### src/rtl/irq_router_pkg.sv
// irq_router_pkg
//   Shared types and helpers for the interrupt priority router.
//   irq_state_t : grant FSM states (IDLE waits for pending work, BUSY holds a word)
//   id_w()      : channel-index width, never below 1 bit
package irq_router_pkg;

  typedef enum logic {IDLE, BUSY} irq_state_t;

  function automatic int id_w(int n);
    return (n > 1) ? $clog2(n) : 1;
  endfunction

endpackage

### src/rtl/irq_priority_router_if.sv
// irq_priority_router_if
//   Valid/ready output port carrying the routed word.
//   out_valid : word available
//   out_ready : consumer accepts the word when out_valid && out_ready
//   out_data  : captured data of the granted channel
//   out_id    : index of the granted channel
//   master    : router side, slave : consumer side
interface irq_priority_router_if
  import irq_router_pkg::*;
#(
  parameter int N_CH = 4,
  parameter int DW   = 8
);
  localparam int IW = id_w(N_CH);

  logic          out_valid;
  logic          out_ready;
  logic [DW-1:0] out_data;
  logic [IW-1:0] out_id;

  modport master (output out_valid, output out_data, output out_id, input out_ready);
  modport slave  (input out_valid, input out_data, input out_id, output out_ready);
endinterface

### src/rtl/irq_prio_pick.sv
// irq_prio_pick
//   Combinational picker: first set bit of pending, searching upward from
//   start and wrapping at N_CH-1. With start tied to 0 this is plain
//   lowest-index-wins priority.
//   pending : request bits
//   start   : first index examined
//   win     : selected index (0 when nothing is pending)
//   any     : at least one request present
module irq_prio_pick
  import irq_router_pkg::*;
#(
  parameter int N_CH = 4,
  parameter int IW   = id_w(N_CH)
) (
  input  logic [N_CH-1:0] pending,
  input  logic [IW-1:0]   start,
  output logic [IW-1:0]   win,
  output logic            any
);

  logic [IW-1:0] idx;
  logic          found;

  always_comb begin
    win   = '0;
    found = 1'b0;
    idx   = '0;
    for (int k = 0; k < N_CH; k++) begin
      idx = IW'((int'(start) + k) % N_CH);
      if (!found && pending[idx]) begin
        win   = idx;
        found = 1'b1;
      end
    end
  end

  assign any = |pending;

endmodule

### src/rtl/irq_priority_router.sv
// irq_priority_router
//   Turns rising edges on N_CH interrupt lines into pending bits and routes
//   one pending channel at a time (with its data word) to a valid/ready port.
//   Re-requests on a still-pending channel and multi-edge cycles are flagged.
//   Build option: define IRQ_ROUND_ROBIN_EN for a round-robin arbiter;
//   otherwise fixed priority, lowest index wins.
// Ports
//   clk, rst_n     : clock, asynchronous active-low reset
//   interrupt      : request lines, bit i = channel i
//   data_i         : per-channel data, sampled at grant time
//   pending_o      : current pending bits
//   overrun_o      : sticky, edge arrived while the channel was already pending
//   collision_o    : 1-cycle pulse, more than one edge seen in one cycle
//   collision_cnt  : saturating count of collision_o pulses
//   clr_i          : synchronous clear of overrun_o and collision_cnt
//   out_if         : valid/ready output port (master side)
module irq_priority_router
  import irq_router_pkg::*;
#(
  parameter int N_CH  = 4,
  parameter int DW    = 8,
  parameter int CNT_W = 8
) (
  input  logic                     clk,
  input  logic                     rst_n,
  input  logic [N_CH-1:0]          interrupt,
  input  logic [N_CH-1:0][DW-1:0]  data_i,
  output logic [N_CH-1:0]          pending_o,
  output logic [N_CH-1:0]          overrun_o,
  output logic                     collision_o,
  output logic [CNT_W-1:0]         collision_cnt,
  input  logic                     clr_i,
  irq_priority_router_if.master    out_if
);

  localparam int IW = id_w(N_CH);

  logic [N_CH-1:0]  irq_q, pending, overrun, rise, hs_mask;
  logic             collision_q;
  logic [CNT_W-1:0] coll_cnt;
  irq_state_t       state, state_nxt;
  logic             valid_q, valid_nxt;
  logic [DW-1:0]    data_q, data_nxt;
  logic [IW-1:0]    id_q, id_nxt, start, win;
  logic             any, hs;

  assign rise    = interrupt & ~irq_q;
  assign hs      = valid_q & out_if.out_ready;
  assign hs_mask = hs ? (N_CH'(1) << id_q) : '0;

`ifdef IRQ_ROUND_ROBIN_EN
  logic [IW-1:0] rr_ptr, rr_nxt;

  always_comb begin
    rr_nxt = rr_ptr;
    if (hs) rr_nxt = (id_q == IW'(N_CH - 1)) ? '0 : id_q + IW'(1);
  end

  always_ff @(posedge clk or negedge rst_n) begin
    if (!rst_n) rr_ptr <= '0;
    else        rr_ptr <= rr_nxt;
  end

  assign start = rr_ptr;
`else
  assign start = '0;
`endif

  irq_prio_pick #(.N_CH(N_CH), .IW(IW)) u_pick (
    .pending (pending),
    .start   (start),
    .win     (win),
    .any     (any)
  );

  // A rise in the same cycle as the handshake re-arms the bit, so the
  // handshake mask is applied before the new edges are OR-ed in.
  always_ff @(posedge clk or negedge rst_n) begin
    if (!rst_n) begin
      irq_q       <= '0;
      pending     <= '0;
      overrun     <= '0;
      collision_q <= 1'b0;
      coll_cnt    <= '0;
    end else begin
      irq_q       <= interrupt;
      pending     <= (pending & ~hs_mask) | rise;
      collision_q <= ($countones(rise) > 1);
      if (clr_i) begin
        overrun  <= '0;
        coll_cnt <= '0;
      end else begin
        overrun <= overrun | (rise & pending & ~hs_mask);
        if (collision_q && (coll_cnt != '1)) coll_cnt <= coll_cnt + CNT_W'(1);
      end
    end
  end

  always_ff @(posedge clk or negedge rst_n) begin
    if (!rst_n) begin
      state   <= IDLE;
      valid_q <= 1'b0;
      data_q  <= '0;
      id_q    <= '0;
    end else begin
      state   <= state_nxt;
      valid_q <= valid_nxt;
      data_q  <= data_nxt;
      id_q    <= id_nxt;
    end
  end

  always_comb begin
    state_nxt = state;
    valid_nxt = valid_q;
    data_nxt  = data_q;
    id_nxt    = id_q;
    case (state)
      IDLE: begin
        if (any) begin
          data_nxt  = data_i[win];
          id_nxt    = win;
          valid_nxt = 1'b1;
          state_nxt = BUSY;
        end
      end
      BUSY: begin
        if (hs) begin
          valid_nxt = 1'b0;
          state_nxt = IDLE;
        end
      end
      default: state_nxt = IDLE;
    endcase
  end

  assign out_if.out_valid = valid_q;
  assign out_if.out_data  = data_q;
  assign out_if.out_id    = id_q;
  assign pending_o        = pending;
  assign overrun_o        = overrun;
  assign collision_o      = collision_q;
  assign collision_cnt    = coll_cnt;

endmodule

### src/flat_wrapper.sv
// flat-port wrapper written by rule: the top's interface ports become plain ports
module irq_priority_router_flat import irq_router_pkg::*;
#(
  parameter int N_CH  = 4,
  parameter int DW    = 8,
  parameter int CNT_W = 8
)
  (clk, rst_n, interrupt, data_i, pending_o, overrun_o, collision_o, collision_cnt, clr_i, out_if_out_valid, out_if_out_data, out_if_out_id, out_if_out_ready);
  irq_priority_router_if #(.N_CH(N_CH), .DW(DW)) out_if_i ();
  input  logic clk;
  input  logic rst_n;
  input  logic [N_CH-1:0] interrupt;
  input  logic [N_CH-1:0][DW-1:0] data_i;
  output logic [N_CH-1:0] pending_o;
  output logic [N_CH-1:0] overrun_o;
  output logic collision_o;
  output logic [CNT_W-1:0] collision_cnt;
  input  logic clr_i;
  output wire logic [$bits(out_if_i.out_valid)-1:0] out_if_out_valid;
  output wire logic [$bits(out_if_i.out_data)-1:0] out_if_out_data;
  output wire logic [$bits(out_if_i.out_id)-1:0] out_if_out_id;
  input wire logic [$bits(out_if_i.out_ready)-1:0] out_if_out_ready;
  assign out_if_out_valid = out_if_i.out_valid;
  assign out_if_out_data = out_if_i.out_data;
  assign out_if_out_id = out_if_i.out_id;
  assign out_if_i.out_ready = out_if_out_ready;
  irq_priority_router #(.N_CH(N_CH), .DW(DW), .CNT_W(CNT_W)) u_core (.clk(clk), .rst_n(rst_n), .interrupt(interrupt), .data_i(data_i), .pending_o(pending_o), .overrun_o(overrun_o), .collision_o(collision_o), .collision_cnt(collision_cnt), .clr_i(clr_i), .out_if(out_if_i));
endmodule
### config.mk
export PLATFORM = sky130hd
export DESIGN_NAME = irq_priority_router_flat
export DESIGN_NICKNAME = d
export VERILOG_FILES = /design/src/rtl/irq_router_pkg.sv /design/src/rtl/irq_priority_router_if.sv /design/src/rtl/irq_prio_pick.sv /design/src/rtl/irq_priority_router.sv /design/src/flat_wrapper.sv
export SDC_FILE = /design/constraint.sdc
export NUM_CORES = 1
export LEC_CHECK = 0
export CAP_MARGIN = 30
export CORE_MARGIN = 5
export CORE_UTILIZATION = 48
export DETAILED_ROUTE_END_ITERATION = 8
export HOLD_SLACK_MARGIN = 0.03
export PLACE_DENSITY = 0.81
export SLEW_MARGIN = 5
export SYNTH_ARGS = -nofsm -noshare
export SYNTH_HDL_FRONTEND = slang
export SYNTH_SLANG_ARGS = --single-unit
### constraint.sdc
create_clock -name clk -period 3.5 [get_ports clk]
set_input_delay 0.875 -clock clk [delete_from_list [all_inputs] [get_ports clk]]
set_output_delay 0.875 -clock clk [all_outputs]
set_load 0.05 [all_outputs]
==> results.py, run 1 <==
metrics = {
    "timing": {
        "finalSetupViolCount": 0,
        "timing_worst_slew_pin_value_ns": 0.682,
        "period_share_pct": 78.2,
        "period_needed_ns": 2.74,
        "finClkSkew_ns": 0.00301,
        "rsz0062_at_grt": "false",
        "hold_violations": 0,
        "fin_tns_setup_ns": 0,
        "slew_headroom_pct": 54.4,
        "clock.fmax_mhz": 365,
        "slew_viol_final": 0,
    },
    "final_layout": {
        "final_nets": 288,
        "drive_above_1_share_pct": 12.6,
        "finalInstanceArea_sq_um": 2700,
        "n_antenna_cell": 0,
        "most-common-layout-cells": "clkdlybuf4s50_1, dfrtp_1, nand2b_1, nor4_1",
        "final.fill_count": 293,
        "final_cells": 295,
        "finish.utilization_pct": 72.1,
        "layout_commonest_cell": "clkdlybuf4s50_1",
        "area_delta_synth_final_pct": 43.2,
    },
    "placed_design": {
        "dp.cells": 287,
        "dpl.hpwl_um": 3470,
        "port-buffer-count": 67,
        "gp_congestion": 0.835,
        "place_area_sq_um": 2580,
    },
    "critical_path": {
        "path_delay_family": "buffers and inverters",
        "worst-path-max-fanout": 14,
        "max_stage_delay_ns": 0.91,
        "worstSetupEndpointType": "output pin",
        "crit_chain": "clkdlybuf4s50_1",
        "crit_buf_inv": 1,
        "crit_slowest_cell": "clkdlybuf4s50_1",
        "crit_type": "reg2out",
        "cp_data_required_time_ns": 2.62,
        "arrival_ns": 1.86,
        "start_kind": "register",
    },
    "route": {
        "ant_nets": 0,
        "drtIter0Drc": 114,
        "wl_um": 4720,
        "vias_per_cell": 5.63,
        "drt_first_pass_iters": 4,
        "drc": 0,
        "dr_total_vias": 1662,
        "avgRoutedWirePerCell_um": 16.0,
    },
    "min_path": {
        "hold_class": "reg2reg",
    },
    "job": {
        "drv_cap": 0,
    },
    "cts": {
        "cts_buffers": 5,
        "post_cts_buffers": 0,
        "cts_root_buffer": "clkbuf_8",
        "clkTransAtPathRegs_ns": 0.07,
        "htree_num_levels": 2,
        "tritoncts": "done",
        "ctsResizeCount": 0,
        "clock_latency_ns": 0.29,
        "cts_sinks": 33,
        "clockBufferDepth": 2,
        "holdBufCountCts": 0,
    },
    "synthesis": {
        "synthArstFlopShare_pct": 100,
        "syn-cell-area_sq_um": 1880,
        "synth-main-ff-cell": "dfrtp_1",
        "synth_top_area_share_pct": 43.8,
        "synth_top_cell_by_area": "dfrtp_1",
        "ys_ff_latch": 33,
        "syn_avg_cell_area_sq_um": 10.5,
        "netlist_instances": 180,
        "yosysSeqAreaShare_pct": 43.8,
        "syn-num-nets": 222,
        "synth.distinct_cells": 48,
        "synth_edf_count": 0,
        "yosysWarningCount": 0,
        "synth.area.top_cells": "dfrtp_1, o221ai_2, o41ai_2",
    },
    "die": {
        "die_area_sq_um": 5280,
        "fp.dieH_um": 72.7,
        "die_w_um": 72.7,
        "core_sq_um": 3740,
        "floorplan.rows": 22,
        "ios": 68,
        "start_util_pct": 50.3,
    },
    "global_routing": {
        "grt_max_degree": 34,
        "antenna_found_initial": 0,
        "grt_pass1_wl_um": 7810,
        "grt.total_usage_pct": 18.8,
        "overflow": 0,
        "grt_pass1_vias": 1579,
    },
    "power": {
        "ir_worst_vdd_mv": 0.388,
        "powerDensity_nw_per_um2": 506,
        "p_leak_nw": 1.06,
    },
    "outcome": {
        "status": "completed",
    },
}
==> cell families (layout without fill, tap and decap cells) <==
| family | count (synthesis) | after routing | share of synthesized area [%] |
|---|---|---|---|
| adders and majority gates | 2 | 2 | 1.73 |
| DFF | 33 | 33 | 43.8 |
| AOI/OAI and AO/OA | 48 | 48 | 23.2 |
| muxes | 5 | 5 | 2.92 |
| and+or+nand+nor | 74 | 74 | 23.6 |
| buffers and inverters | 18 | 85 | 4.71 |
==> where the power goes <==
part,switching (mW),internal (mW)
Sequential,0.0394,0.443
Combinational,0.306,0.202
Clock,0.144,0.231
Total,0.490,0.876
==> metal layers <==
| metal | up-vias | wire length [um] | GRT usage, % |
|---|---|---|---|
| met2 | 36 | 2260 | 29.9 |
| met4 | 0 | 83 | 8.20 |
| li1 | 825 | - | - |
| met5 | - | 0 | 0 |
| met1 | 793 | 2160 | 24.9 |
| met3 | 8 | 221 | 3.72 |
==> synth_stat cells (2+ instances only) <==
| library cell | n |
|---|---|
| a21oi_1 | 6 |
| nor4_1 | 14 |
| buf_2 | 4 |
| o41ai_2 | 7 |
| and3_1 | 2 |
| nor3_1 | 2 |
| o221ai_2 | 8 |
| nand3_1 | 3 |
| mux2_1 | 4 |
| nor2b_1 | 5 |
| buf_6 | 2 |
| inv_1 | 5 |
| nor2_1 | 10 |
| o31ai_1 | 5 |
| nand2b_1 | 17 |
| o21ai_0 | 10 |
| dfrtp_1 | 33 |
| clkbuf_1 | 4 |
| nand4_1 | 2 |
| o21ai_1 | 3 |
| nand2_1 | 7 |
==> stage by stage <==
| step | hold slack (ns) | total power, mW | worst slack, ns |
|---|---|---|---|
| 5_1_grt | 0.543 | 1.43 | 0.690 |
| 6_report | 0.496 | 1.37 | 0.763 |
| 3_3_place_gp | 0.480 | 0.998 | 0.775 |
| 3_5_place_dp | 0.487 | 1.00 | 0.716 |
| 4_1_cts | 0.504 | 1.38 | 0.763 |
| 2_1_floorplan | 0.532 | 0.799 | 1.26 |
==> area by class of cell <==
class	count	area, sq um	share of cell area, %
Clock buffer	6	82.6	3.06
Clock inverter	2	37.5	1.39
Inverter	6	22.5	0.834
Multi-Input combinational cell	129	970	35.9
Sequential cell	33	826	30.6
Tap cell	48	60.1	2.23
Timing Repair Buffer	71	701	26.0
==> state kept, by name, indices dropped and copies added, names as in the netlist <==
name	cells
u_core.out_if.out_id	2
u_core.out_if.out_data	8
u_core.state	1
u_core.collision_cnt	8
u_core.out_if.out_valid	1
u_core.irq_q	4
u_core.overrun_o	4
u_core.collision_o	1
u_core.pending_o	4
==> final timing paths <==
path	start	to	slack, ns	cells past startpoint
max	u_core.pending_o[3]	pending_o[3]	0.76	1
min	u_core.overrun_o[1]	u_core.overrun_o[1]	0.50	2
max reg2reg	u_core.irq_q[2]	u_core.collision_o	1.67	5
min reg2reg	u_core.overrun_o[1]	u_core.overrun_o[1]	0.50	2
max in group asynchronous	rst_n	u_core.out_if.out_data[2]	2.22	2
min in group asynchronous	rst_n	u_core.overrun_o[3]	0.98	2
Power figures use the tool's default switching activity.
==> run 2, diff against run 1 <==
--- a/config.mk
+++ b/config.mk
@@ -7,10 +7,10 @@
 export LEC_CHECK = 0
 export CAP_MARGIN = 30
 export CORE_MARGIN = 5
-export CORE_UTILIZATION = 48
+export CORE_UTILIZATION = 45
 export DETAILED_ROUTE_END_ITERATION = 8
 export HOLD_SLACK_MARGIN = 0.03
-export PLACE_DENSITY = 0.81
+export PLACE_DENSITY = 0.77
 export SLEW_MARGIN = 5
 export SYNTH_ARGS = -nofsm -noshare
 export SYNTH_HDL_FRONTEND = slang
==> constraint.sdc (replaced) <==
create_clock -name clk -period 2.6 [get_ports clk]
set_input_delay 0.65 -clock clk [delete_from_list [all_inputs] [get_ports clk]]
set_output_delay 0.65 -clock clk [all_outputs]
set_load 0.05 [all_outputs]
==> run 2 against run 1 <==
Combinational power rose by 36%. Register-to-register slack got worse by 0.98 ns. First-iteration DRC count fell by 23%. Largest power group unchanged.
==> results.py, run 2 (same netlist as run 1, synthesis figures left out) <==
metrics = {
    "power": {
        "ir_worst_vdd_mv": 0.508,
        "p_leak_nw": 1.07,
        "powerDensity_nw_per_um2": 679,
    },
    "die": {
        "floorplan.rows": 23,
        "ios": 68,
        "die_w_um": 74.7,
        "start_util_pct": 46.8,
        "core_sq_um": 4030,
        "die_area_sq_um": 5580,
        "fp.dieH_um": 74.7,
    },
    "critical_path": {
        "crit_type": "reg2out",
        "crit_slowest_cell": "clkdlybuf4s50_1",
        "max_stage_delay_ns": 0.86,
        "worstSetupEndpointType": "output pin",
        "start_kind": "register",
        "crit_chain": "clkdlybuf4s50_1",
        "crit_buf_inv": 1,
        "cp_data_required_time_ns": 1.95,
        "arrival_ns": 1.63,
        "worst-path-max-fanout": 9,
        "path_delay_family": "buffers and inverters",
    },
    "route": {
        "drt_first_pass_iters": 7,
        "vias_per_cell": 5.68,
        "wl_um": 5040,
        "dr_total_vias": 1699,
        "avgRoutedWirePerCell_um": 16.9,
        "ant_nets": 0,
        "drc": 0,
        "drtIter0Drc": 88,
    },
    "cts": {
        "tritoncts": "done",
        "cts_root_buffer": "clkbuf_8",
        "clockBufferDepth": 2,
        "cts_sinks": 33,
        "post_cts_buffers": 0,
        "holdBufCountCts": 0,
        "clock_latency_ns": 0.29,
        "cts_buffers": 5,
        "htree_num_levels": 2,
        "clkTransAtPathRegs_ns": 0.08,
        "ctsResizeCount": 0,
    },
    "final_layout": {
        "final_nets": 290,
        "most-common-layout-cells": "clkdlybuf4s50_1, dfrtp_1, nand2b_1, nor4_1",
        "finish.utilization_pct": 67.2,
        "finalInstanceArea_sq_um": 2710,
        "seq_area_sq_um": 826,
        "multi_input_area_sq_um": 970,
        "layout_commonest_cell": "clkdlybuf4s50_1",
        "area_delta_synth_final_pct": 43.6,
        "n_antenna_cell": 0,
        "final.fill_count": 327,
        "drive_above_1_share_pct": 14.1,
    },
    "global_routing": {
        "grt_pass1_vias": 1698,
        "grt_max_degree": 34,
        "overflow": 0,
        "antenna_found_initial": 0,
        "grt.total_usage_pct": 18.8,
        "grt_pass1_wl_um": 7970,
    },
    "placed_design": {
        "dpl.hpwl_um": 3680,
        "port-buffer-count": 67,
        "gp_congestion": 0.849,
        "place_area_sq_um": 2590,
    },
    "timing": {
        "finalSetupViolCount": 0,
        "clock.fmax_mhz": 439,
        "period_needed_ns": 2.28,
        "slew_headroom_pct": 53.7,
        "slew_viol_final": 0,
        "finClkSkew_ns": 0.00621,
        "timing_worst_slew_pin_value_ns": 0.692,
        "period_share_pct": 87.6,
        "rsz0062_at_grt": "false",
        "hold_violations": 0,
        "fin_tns_setup_ns": 0,
    },
    "job": {
        "drv_cap": 0,
    },
    "min_path": {
        "hold_class": "reg2reg",
    },
    "outcome": {
        "status": "completed",
    },
}
-- run 2: final timing paths --
path	from	end	slack [ns]	cells past startpoint
max	u_core.collision_cnt[3]	collision_cnt[3]	0.32	1
min	u_core.overrun_o[1]	u_core.overrun_o[1]	0.50	2
max reg2reg	u_core.pending_o[1]	u_core.out_if.out_data[4]	0.69	4
min reg2reg	u_core.overrun_o[1]	u_core.overrun_o[1]	0.50	2
max in group asynchronous	rst_n	u_core.out_if.out_valid	1.54	2
min in group asynchronous	rst_n	u_core.overrun_o[1]	0.76	2
-- run 2: layout make-up --
| type | instances | share of cell area (%) |
|---|---|---|
| multi-input cells | 129 | 35.8 |
| flip-flops and latches | 33 | 30.5 |
| repair buffers | 73 | 26.3 |
| clock buffers | 5 | 2.54 |
| well taps | 50 | 2.31 |
| clock inverters | 3 | 1.71 |
| inverters | 6 | 0.832 |
-- run 2: stage by stage --
stage	cells	hold WS, ns	power [mW]	worst slack (ns)
6_report	299	0.497	1.84	0.322
4_1_cts	299	0.503	1.85	0.306
2_1_floorplan	180	0.354	1.08	0.588
5_1_grt	299	0.534	1.92	0.270
3_3_place_gp	291	0.488	1.34	0.0958
3_5_place_dp	291	0.484	1.36	0.0481
-- run 2: power by group --
| group | internal (mW) | switching, mW |
|---|---|---|
| registers | 0.596 | 0.0540 |
| clock network | 0.287 | 0.211 |
| logic | 0.272 | 0.418 |
| total | 1.15 | 0.683 |
-- run 2: metal layers --
layer | share of wire, % | GRT usage [%] | vias to the layer above
met5 | 0 | 0 | -
met4 | 1.5 | 8.10 | 0
met3 | 5.3 | 4.27 | 6
met2 | 50 | 30.5 | 44
met1 | 43 | 24.1 | 821
li1 | - | - | 828
==> run 3, diff against run 2 <==
--- a/config.mk
+++ b/config.mk
@@ -6,7 +6,7 @@
 export NUM_CORES = 1
 export LEC_CHECK = 0
 export CAP_MARGIN = 30
-export CORE_MARGIN = 5
+export CORE_MARGIN = 1.5
 export CORE_UTILIZATION = 45
 export DETAILED_ROUTE_END_ITERATION = 8
 export HOLD_SLACK_MARGIN = 0.03
==> run 3 against run 2 <==
Critical path depth did not move. Clock power barely moved. Wire length fell by 8.8%. Critical path type unchanged. Clock skew fell by 0.0020 ns. Global-route usage rose by 2.5 points.
==> results.py, run 3 (same netlist as run 1, synthesis figures left out) <==
metrics = {
    "cts": {
        "clock_latency_ns": 0.29,
        "clkTransAtPathRegs_ns": 0.07,
        "cts_sinks": 33,
        "ctsResizeCount": 0,
        "cts_buffers": 5,
        "tritoncts": "done",
        "holdBufCountCts": 0,
        "htree_num_levels": 2,
        "clockBufferDepth": 2,
        "post_cts_buffers": 0,
        "cts_root_buffer": "clkbuf_8",
    },
    "critical_path": {
        "cp_data_required_time_ns": 1.95,
        "cp-startpoint": "u_core.collision_cnt[3]",
        "max_stage_delay_ns": 0.86,
        "start_kind": "register",
        "worstSetupEndpointType": "output pin",
        "reg2reg_depth": 4,
        "crit_chain": "clkdlybuf4s50_1",
        "crit_type": "reg2out",
        "crit_buf_inv": 1,
        "worstReg2RegEnd": "u_core.out_if.out_data[4]",
        "arrival_ns": 1.64,
        "path_delay_family": "buffers and inverters",
        "crit_cells": 1,
        "crit_end": "collision_cnt[3]",
        "r2r_slack_ns": 0.72,
        "crit_slowest_cell": "clkdlybuf4s50_1",
        "r2r_start": "u_core.pending_o[1]",
        "worst-path-max-fanout": 9,
    },
    "die": {
        "ios": 68,
        "core_sq_um": 4000,
        "start_util_pct": 47.1,
        "die_area_sq_um": 4580,
        "fp.dieH_um": 67.7,
        "floorplan.rows": 23,
        "die_w_um": 67.7,
    },
    "route": {
        "vias_per_cell": 5.61,
        "dr_total_vias": 1677,
        "avgRoutedWirePerCell_um": 15.4,
        "wl_um": 4600,
        "drc": 0,
        "drt_first_pass_iters": 4,
        "drtIter0Drc": 112,
        "ant_nets": 0,
    },
    "global_routing": {
        "antenna_found_initial": 0,
        "grt_pass1_vias": 1568,
        "grt.total_usage_pct": 21.3,
        "grt_max_degree": 34,
        "overflow": 0,
        "grt_pass1_wl_um": 7210,
    },
    "timing": {
        "fin_tns_setup_ns": 0,
        "slew_headroom_pct": 57.7,
        "finClkSkew_ns": 0.00421,
        "period_needed_ns": 2.29,
        "clock.fmax_mhz": 436,
        "rsz0062_at_grt": "false",
        "period_share_pct": 88.2,
        "hold_violations": 0,
        "finalSetupViolCount": 0,
        "slew_viol_final": 0,
        "timing_worst_slew_pin_value_ns": 0.632,
    },
    "final_layout": {
        "area_delta_synth_final_pct": 43.9,
        "layout_commonest_cell": "clkdlybuf4s50_1",
        "final.fill_count": 321,
        "multi_input_area_sq_um": 970,
        "finish.utilization_pct": 67.8,
        "seq_area_sq_um": 826,
        "final_nets": 290,
        "drive_above_1_share_pct": 14.1,
        "most-common-layout-cells": "clkdlybuf4s50_1, dfrtp_1, nand2b_1, nor4_1",
        "n_antenna_cell": 0,
    },
    "power": {
        "p_leak_nw": 1.07,
        "powerDensity_nw_per_um2": 678,
        "ir_worst_vdd_mv": 0.525,
    },
    "job": {
        "drv_cap": 0,
    },
    "min_path": {
        "whs_path_depth": 2,
        "min-delay-start": "u_core.overrun_o[1]",
        "hold_class": "reg2reg",
    },
    "placed_design": {
        "gp_congestion": 0.814,
        "dpl.hpwl_um": 3360,
        "port-buffer-count": 67,
    },
    "outcome": {
        "status": "completed",
    },
}
[run 3: cell count changes in the layout (fill, tap and decap cells not counted)]
| cell | delta |
|---|---|
| clkbuf_8 | +1 |
| clkinv_4 | -1 |
[run 3: area by class of cell]
type	count	share of cell area, %
clock buffers	6	3.05
clock inverters	2	1.38
inverters	6	0.831
multi-input cells	129	35.8
flip-flops and latches	33	30.5
well taps	50	2.31
repair buffers	73	26.2
[run 3: power breakdown]
part / switching (mW) / internal [mW] / total [mW]
clock: 0.190 / 0.311 / 0.501
sequential: 0.0511 / 0.597 / 0.648
combinational: 0.418 / 0.272 / 0.690
[run 3: how the worst min path moves through the flow]
| stage | to | slack, ns |
|---|---|---|
| finish | u_core.overrun_o[1] | 0.50 |
| global route | u_core.overrun_o[3] | 0.53 |
| CTS | u_core.overrun_o[1] | 0.51 |
| detailed placement | u_core.overrun_o[1] | 0.49 |
| global placement | u_core.overrun_o[1] | 0.49 |
| floorplan | u_core.collision_cnt[0] | 0.35 |
[run 3: stage by stage]
step | setup WS [ns] | total power, mW | hold WS (ns) | area [sq um] | instances
finish | 0.308 | 1.84 | 0.499 | 2710 | 299
global placement | 0.118 | 1.34 | 0.491 | 2590 | 291
CTS | 0.303 | 1.86 | 0.507 | 2710 | 299
floorplan | 0.588 | 1.08 | 0.354 | 1880 | 180
global route | 0.243 | 1.92 | 0.531 | 2710 | 299
detailed placement | 0.0784 | 1.35 | 0.490 | 2590 | 291
[run 3: per-layer routing]
layer  track usage [%]  wire length (um)  vias to the layer above
li1                  -                 -                      818
met1              29.1              2020                      799
met2              32.7              2260                       51
met3              4.50               237                        9
met4              8.67                77                        0
met5                 0                 0                        -
